--- src/rtl/halfword_serializer_pkg.sv ---
// Shared widths, FSM state type and byte-select helper for the half-word
// byte serializer.
package halfword_serializer_pkg;

    localparam int BYTE_W = 8;
    localparam int WORD_W = 16;

    typedef enum logic [1:0] {
        IDLE,
        BYTE0,
        BYTE1
    } state_t;

    function automatic logic [BYTE_W-1:0] pick_byte(input logic [WORD_W-1:0] word,
                                                    input logic              high);
        return high ? word[WORD_W-1:BYTE_W] : word[BYTE_W-1:0];
    endfunction

endpackage

--- src/rtl/halfword_byte_serializer_fifo.sv ---
// DEPTH x WORD_W synchronous FIFO; push is ignored when full, pop when empty.
// No full-pass-through and no empty bypass.
module halfword_fifo
    import halfword_serializer_pkg::*;
#(
    parameter int DEPTH = 2
) (
    input  logic                     clk,
    input  logic                     rst_n,
    input  logic                     push,
    input  logic [WORD_W-1:0]        wr_data,
    input  logic                     pop,
    output logic [WORD_W-1:0]        rd_data,
    output logic                     full,
    output logic                     empty,
    output logic [$clog2(DEPTH):0]   count
);

    localparam int AW = $clog2(DEPTH);
    localparam int CW = AW + 1;

    logic [WORD_W-1:0] mem [DEPTH];
    logic [AW-1:0]     wr_ptr;
    logic [AW-1:0]     rd_ptr;
    logic              do_push;
    logic              do_pop;

    assign full    = (count == CW'(DEPTH));
    assign empty   = (count == '0);
    assign do_push = push && !full;
    assign do_pop  = pop && !empty;
    assign rd_data = mem[rd_ptr];

    // NOTE: storage has no reset; an entry is only read after count says it was written.
    always_ff @(posedge clk) begin
        if (do_push) begin
            mem[wr_ptr] <= wr_data;
        end
    end

    always_ff @(posedge clk or negedge rst_n) begin
        if (!rst_n) begin
            wr_ptr <= '0;
            rd_ptr <= '0;
            count  <= '0;
        end else begin
            if (do_push) begin
                wr_ptr <= wr_ptr + 1'b1;
            end
            if (do_pop) begin
                rd_ptr <= rd_ptr + 1'b1;
            end
            case ({do_push, do_pop})
                2'b10:   count <= count + 1'b1;
                2'b01:   count <= count - 1'b1;
                default: count <= count;
            endcase
        end
    end

endmodule

--- src/rtl/halfword_byte_serializer.sv ---
// Buffers 16-bit words and emits each as two bytes on a valid/ready stream;
// the last byte of a word pops the next one so words flow without a bubble.
module halfword_byte_serializer
    import halfword_serializer_pkg::*;
#(
    parameter int DEPTH    = 2,
    parameter bit HI_FIRST = 1'b1
) (
    input  logic              clk,
    input  logic              rst_n,
    input  logic              in_valid,
    output logic              in_ready,
    input  logic [WORD_W-1:0] in,
    output logic              out_valid,
    input  logic              out_ready,
    output logic [BYTE_W-1:0] out_byte,
    output logic              out_last,
    output logic              busy
);

    state_t                  state;
    logic [WORD_W-1:0]       hold;
    logic [WORD_W-1:0]       rd_data;
    logic                    full;
    logic                    empty;
    logic [$clog2(DEPTH):0]  count;
    logic                    pop;

    halfword_fifo #(
        .DEPTH (DEPTH)
    ) u_fifo (
        .clk     (clk),
        .rst_n   (rst_n),
        .push    (in_valid),
        .wr_data (in),
        .pop     (pop),
        .rd_data (rd_data),
        .full    (full),
        .empty   (empty),
        .count   (count)
    );

    assign in_ready = !full;
    assign busy     = (state != IDLE) || (count != '0);

    // A new word is taken when idle, or on the handshake of the current word's last byte.
    assign pop = !empty && ((state == IDLE) || (state == BYTE1 && out_ready));

    always_ff @(posedge clk or negedge rst_n) begin
        if (!rst_n) begin
            state     <= IDLE;
            hold      <= '0;
            out_valid <= 1'b0;
            out_byte  <= '0;
            out_last  <= 1'b0;
        end else if (pop) begin
            state     <= BYTE0;
            hold      <= rd_data;
            out_valid <= 1'b1;
            out_byte  <= pick_byte(rd_data, HI_FIRST);
            out_last  <= 1'b0;
        end else begin
            case (state)
                BYTE0: begin
                    if (out_ready) begin
                        state    <= BYTE1;
                        out_byte <= pick_byte(hold, !HI_FIRST);
                        out_last <= 1'b1;
                    end
                end
                BYTE1: begin
                    if (out_ready) begin
                        state     <= IDLE;
                        out_valid <= 1'b0;
                        out_last  <= 1'b0;
                    end
                end
                default: ;
            endcase
        end
    end

endmodule

--- config.mk ---
export PLATFORM = sky130hd
export DESIGN_NAME = halfword_byte_serializer
export DESIGN_NICKNAME = d
export VERILOG_FILES = /design/src/rtl/halfword_serializer_pkg.sv /design/src/rtl/halfword_byte_serializer_fifo.sv /design/src/rtl/halfword_byte_serializer.sv
export SDC_FILE = /design/constraint.sdc
export NUM_CORES = 1
export LEC_CHECK = 0
export ABC_AREA = 1
export CORE_ASPECT_RATIO = 0.7
export CORE_MARGIN = 2
export CORE_UTILIZATION = 48
export DETAILED_ROUTE_END_ITERATION = 10
export PLACE_DENSITY = 0.74
export SETUP_SLACK_MARGIN = 0.1
export SKIP_CTS_REPAIR_TIMING = 1
export SYNTH_ARGS = -nofsm -noshare
export SYNTH_HDL_FRONTEND = slang
export SYNTH_HIERARCHICAL = 1
export SYNTH_SLANG_ARGS = --single-unit
--- constraint.sdc ---
create_clock -name clk -period 1.79 [get_ports clk]
set_input_delay 0.179 -clock clk [delete_from_list [all_inputs] [get_ports clk]]
set_output_delay 0.179 -clock clk [all_outputs]
set_load 0.005 [all_outputs]
Word-level counts from Yosys, hierarchy flattened
Memory sizes are Yosys's and may differ from the RTL's.
Index checks and enable logic that the tools add are counted.
{ "word_totals": {"reg_bits": 24, "ram_bits": 32, "in_bits": 20, "out_inout_bits": 12, "word_cells": 56, "mem_count": 1} }
{ "classes": {"addsub": 4, "eq_ne": 7, "mux": 16, "reduce_logical": 20} }
{ "memory_table": {"columns": ["memory", "words", "width", "read_ports", "rd_ports_with_merged_regs", "write_ports", "line", "text"], "rows": [
  ["u_fifo.mem", 2, 16, 1, 0, 1, "halfword_byte_serializer_fifo.sv:22", "logic [WORD_W-1:0] mem [DEPTH];"]
]} }
{ "ops": {"columns": ["op", "n"], "rows": [
  ["two-way mux 8 bit", 3],
  ["nonzero test 2 bit", 6],
  ["one-hot mux 2 bit (2 select lines)", 2],
  ["two-way mux 1 bit", 7],
  ["== test 2 bit, second input constant", 3],
  ["two-way mux 2 bit", 3],
  ["inequality test 3 x 2 -> 1 bit, second input constant", 2],
  ["== test 2 x 1 -> 1 bit, second input constant", 2],
  ["logical AND 1 bit", 4],
  ["zero test 2 bit", 2],
  ["AND reduction 2 bit", 2],
  ["AND reduction 3 bit", 1],
  ["nonzero test 3 bit", 1],
  ["adder 1 bit, second input constant", 2],
  ["adder 2 x 1 -> 2 bit, second input constant", 1],
  ["zero test 1 bit", 2],
  ["logical OR 1 bit", 2],
  ["one-hot mux 1 bit (2 select lines)", 1],
  ["subtractor 2 x 1 -> 2 bit, second input constant", 1]
]} }

Logic depth before layout (Yosys ltp)
{ "depth": {"depth_word": 7, "depth_mapped": 15} }

Hierarchy
Netlist, hierarchy kept.
{ "modules_own_cells": {"columns": ["module", "n_inst", "cells_per_inst", "area_per_inst_um2"], "rows": [
  ["halfword_fifo", 1, 116, 1411.4],
  ["halfword_byte_serializer", 1, 100, 852.1]
]} }

Worst setup path after synthesis
No wires, ideal clock.
{ "synth_timing": {"path_kind": "register -> register", "from": "register u_fifo.count[0]", "to": "register u_fifo.count[1]", "arrival_ns": 1.585, "slack_ns": 0.088, "path_stages_with_launch": 15, "period_less_slack_ns": 1.702, "cell_sequence": "dfrtp_1 inv_2 nand2_2 inv_1 nor2_4 nand2_4 inv_4 buf_6 nand2_2 inv_1 ha_1 inv_1 nand3_1 nand2_1 nand2_1"} }
{ "synth_between": {"elab_chain_len": 6} }
{ "synth_lines": {"columns": ["item", "line", "text"], "rows": [
  ["start: declaration", "halfword_byte_serializer_fifo.sv:16", "output logic [$clog2(DEPTH):0] count"],
  ["start signal: assignment", "halfword_byte_serializer_fifo.sv:54", "2'b10: count <= count + 1'b1;"],
  ["start signal: assignment", "halfword_byte_serializer_fifo.sv:55", "2'b01: count <= count - 1'b1;"],
  ["start signal: assignment", "halfword_byte_serializer_fifo.sv:56", "default: count <= count;"],
  ["zero test 2 bit *", "halfword_byte_serializer_fifo.sv:29", "assign empty = (count == '0);"],
  ["named net empty", "halfword_byte_serializer.sv:25", "logic empty;"],
  ["zero test 1 bit *", "halfword_byte_serializer.sv:47", "assign pop = !empty && ((state == IDLE) || (state == BYTE1 && out_ready));"],
  ["logical AND 1 bit *", "halfword_byte_serializer.sv:47", null],
  ["named net pop", "halfword_byte_serializer.sv:27", "logic pop;"],
  ["logical AND 1 bit *", "halfword_byte_serializer_fifo.sv:31", "assign do_pop = pop && !empty;"],
  ["named net u_fifo.do_pop", "halfword_byte_serializer_fifo.sv:26", "logic do_pop;"],
  ["== test 2 x 1 -> 1 bit / == test 2 bit (equally long branches)", "halfword_byte_serializer_fifo.sv:53", "case ({do_push, do_pop})"],
  ["one-hot mux 2 bit (2 select lines) / nonzero test 2 bit (equally long branches)", null, null]
]} }
The timed path passes the listed nets; every way through them passes the cells marked *.
A chain may end at the register's enable or synchronous reset.

Worst setup path after layout
{ "layout_timing": {"from": "register u_fifo.count[1]", "to": "output in_ready"} }
{ "layout_between": {"elab_chain_len": 2} }
{ "layout_lines": {"columns": ["item", "line", "text"], "rows": [
  ["== test 2 bit", "halfword_byte_serializer_fifo.sv:28", "assign full = (count == CW'(DEPTH));"],
  ["named net full", "halfword_byte_serializer.sv:24", "logic full;"],
  ["zero test 1 bit", "halfword_byte_serializer.sv:43", "assign in_ready = !full;"],
  ["end: declaration", "halfword_byte_serializer.sv:12", "output logic in_ready,"]
]} }
The timed path passes the listed nets, and every way through them passes these cells.

==> metrics.md <==
| Metric | Value |
|---|---|
| Arr. time, crit path | `between 1000 and 1500 ps` |
| Routed met3 length | `246 um` |
| Peak supply drop | `563 uV` |
| I/O Buffers | `31` |
| Final period utilization | `about 89%` |
| CTS tree | `yes` |
| R2R depth | `13` |
| Initial core utilization | `51.1%` |
| Layout cell share with drive strength beyond 1 | `12.5%` |
| Dpl cells | `303` |
| WL met1 | `approximately 1.8 mm` |
| Worst Setup SP | `u_fifo/count[1]` |
| P per Cell Area | `1630 nW/um2` |
| Yosys cell types | `21` |
| Row Count | `20` |
| Clock-pin slew on the worst setup and hold paths | `100 ps` |
| # diodes | `0` |
| Clock buffer depth | `2` |
| RSZ-0062 raised after global routing | `yes` |
| Max-slew violations | `0` |
| Pin count of the biggest net entering global routing | `24` |
| Final Hold Viols | `0` |
| Drt initial violations | `108` |
| DRC violations left | `0` |
| IO Count | `32` |
| Yosys top cell by area | `edfxtp_1` |
| Synth-to-layout area growth | `22.8%` |
| Overall routing resource usage | `17.1%` |
| Hold Crit Class | `input port to asynchronous set/reset pin` |
| Max FO, Critical Path | `4` |
| Synthesized Nets | `around 240` |
| Final Critical Period | `1590 ps` |
| Synth area leaders | `edfxtp_1, dfrtp_1, nand2_1` |
| Sequential Power Share | `44.3%` |
| Comb power frac | `between 30% and 40%` |
| Relative slew slack | `between 80% and 90%` |
| Root buf cell | `clkbuf_8` |
| Worst endpoint required time | `1610 ps` |
| Clock tree sinks | `55` |
| Sequential fraction of the synthesis area | `67.9%` |
| Final Non-Filler Cells | `311` |
| Detailed placer's ending HPWL | `2.69 mm` |
| Synthesized area per cell | `10.5 um2` |
| Sw Pwr | `1.57 mW` |
| Setup-failing EPs final | `0` |
| Warnings from Yosys | `6` |
| H-tree depth | `2` |
| Nets | `276` |
| Total CTS buffers | `5` |
| Critical Path Start Type | `flop` |
| Post-synth EDFFs | `32` |
| First-pass DRT Iterations | `4` |
| Chip Height | `between 60 and 70 um` |
| Post-synth top cells | `nand2_1, edfxtp_1, nand3_1, dfrtp_1, inv_1` |
| Slew @ Worst Pin | `288 ps` |
| WS Path Type | `flop to output pin` |
| Die width | `about 86 um` |
| Reg2reg start | `u_fifo/count[0]` |
| Remaining antenna violation count | `0` |
| Placer Congestion | `roughly 0.75` |
| Die area | `approximately 5300 um2` |
| Fillers | `~380` |
| CP Capture Type | `output pin` |
| Initial antenna violation count | `0` |
| Routed WL per cell | `around 12 um` |
| Setup TNS | `0 ps` |
| Clock latency on the worst-skew pair | `310 ps` |
| CP endpoint | `in_ready` |
| Top-area cell type share of the netlist area | `42.5%` |
| Number of global-route vias before repair | `1402` |
| Cells after synthesis | `216` |
| Max-cap violations | `0` |
| Number of synthesized register bits | `55` |
| Count leader, synth | `nand2_1` |
| Vias post-DR | `1473` |
| P_leak | `around 1.3 nW` |
| Clk_skew | `a little over 5 ps` |
| First-pass GRT wire length | `about 6.5 mm` |
| Reg2reg end | `u_fifo/count[1]` |
| Switching portion of total power | `34.7%` |
| Clock Power Share | `18.9%` |
| Max Fclk | `0.629 GHz` |
| Internal | `2.95 mW` |
| Core Region | `~4400 um2` |
| Met2 routed WL | `1.67 mm` |
| Prevailing post-synth register cell | `edfxtp_1` |
| Reg2Reg Setup Slack | `230 ps` |
| Status | `completed` |
| Asr flop ratio synth | `41.8%` |
| Drt via density | `4.74` |
| Detailed Route WL | `3.80 mm` |
| Total grt overflow | `0` |
| Top routing layer used | `met4` |
| Mapped cell area | `~2300 um2` |
how the worst min path moves through the flow:
stage / slack, ps / to / cells after the start / from
floorplan: -120 / hold[0] / 0 / rst_n
global placement: 460 / hold[6] / 2 / hold[6]
detailed placement: 470 / hold[6] / 2 / hold[6]
CTS: 220 / u_fifo/wr_ptr / 2 / rst_n
global route: 260 / u_fifo/wr_ptr / 2 / rst_n
finish: 210 / u_fifo/wr_ptr / 2 / rst_n
placed cells by master (no fill, tap or decap):
| master | count |
|---|---|
| nand2_2 | 3 |
| buf_4 | 7 |
| ha_4 | 1 |
| nor2_1 | 2 |
| inv_4 | 2 |
| dfrtp_2 | 2 |
| nand2_1 | 96 |
| inv_1 | 12 |
| nor2_4 | 1 |
| inv_6 | 1 |
| nand2_4 | 1 |
| nand3_1 | 24 |
| nor3_1 | 1 |
| o21ai_0 | 3 |
| o21ai_2 | 1 |
| nor2_2 | 1 |
| dfrtp_1 | 21 |
| clkdlybuf4s50_1 | 31 |
| bufinv_16 | 1 |
| clkbuf_8 | 6 |
| nand4_1 | 1 |
| xnor2_1 | 1 |
| nand3_2 | 1 |
| inv_2 | 4 |
| edfxtp_1 | 32 |
flip-flops by register name (all words and copies together), names as in the netlist:
| name | flops |
|---|---|
| out_last | 1 |
| u_fifo/mem | 32 |
| state | 1 |
| u_fifo/wr_ptr | 1 |
| out_valid | 1 |
| hold | 8 |
| out_byte | 8 |
| u_fifo/rd_ptr | 1 |
| u_fifo/count | 2 |
routing by layer:
layer  vias up  GRT usage [%]
li1        773              -
met1       651           22.5
met2        43           27.0
met3         6           4.29
met4         0           8.84
met5         -              0
power by group through the flow:
stage | clock [mW] | combinational [mW] | sequential (mW)
3_5_place_dp | 0 | 1.67 | 2.04
6_report | 0.856 | 1.66 | 2.00
5_1_grt | 0.932 | 1.93 | 2.05
3_3_place_gp | 0 | 1.63 | 2.02
2_1_floorplan | 0 | 1.16 | 1.98
4_1_cts | 0.882 | 1.67 | 2.01
kinds of logic after synthesis:
family	Yosys count	share of synthesized area, %
and+or+nand+nor	131	24.6
AOI/OAI and AO/OA	4	1.05
buffers and inverters	24	5.53
adders and majority gates	1	0.553
DFF	55	67.9
xor gates and xnor gates	1	0.387
layout make-up:
class	instances	area (um2)	share of cell area [%]
Sequential cell	55	1540	55.4
Inverter	18	72.6	2.61
Tap cell	55	68.8	2.48
Clock inverter	2	38.8	1.40
Timing Repair Buffer	38	363	13.1
Clock buffer	6	82.6	2.97
Multi-Input combinational cell	137	614	22.1
critical path: stages (launching register included):
cell and delay [ps]:
dfrtp_1 410, inv_2 100, nor2_2 50, inv_1 50, clkdlybuf4s50_1 480
through the flow:
step           utilization, %  worst slack, ps  total power, mW  cell area (um2)  hold WS, ps
6_report                 62.7              200             4.52             2780          212
3_3_place_gp             59.7              111             3.65             2640          463
3_5_place_dp             59.7             75.5             3.70             2640          466
4_1_cts                  62.4              148             4.56             2770          215
2_1_floorplan               -              105             3.14             2260         -117
5_1_grt                  62.7             89.9             4.91             2780          264
No activity file was read; power rests on OpenSTA's default activity.
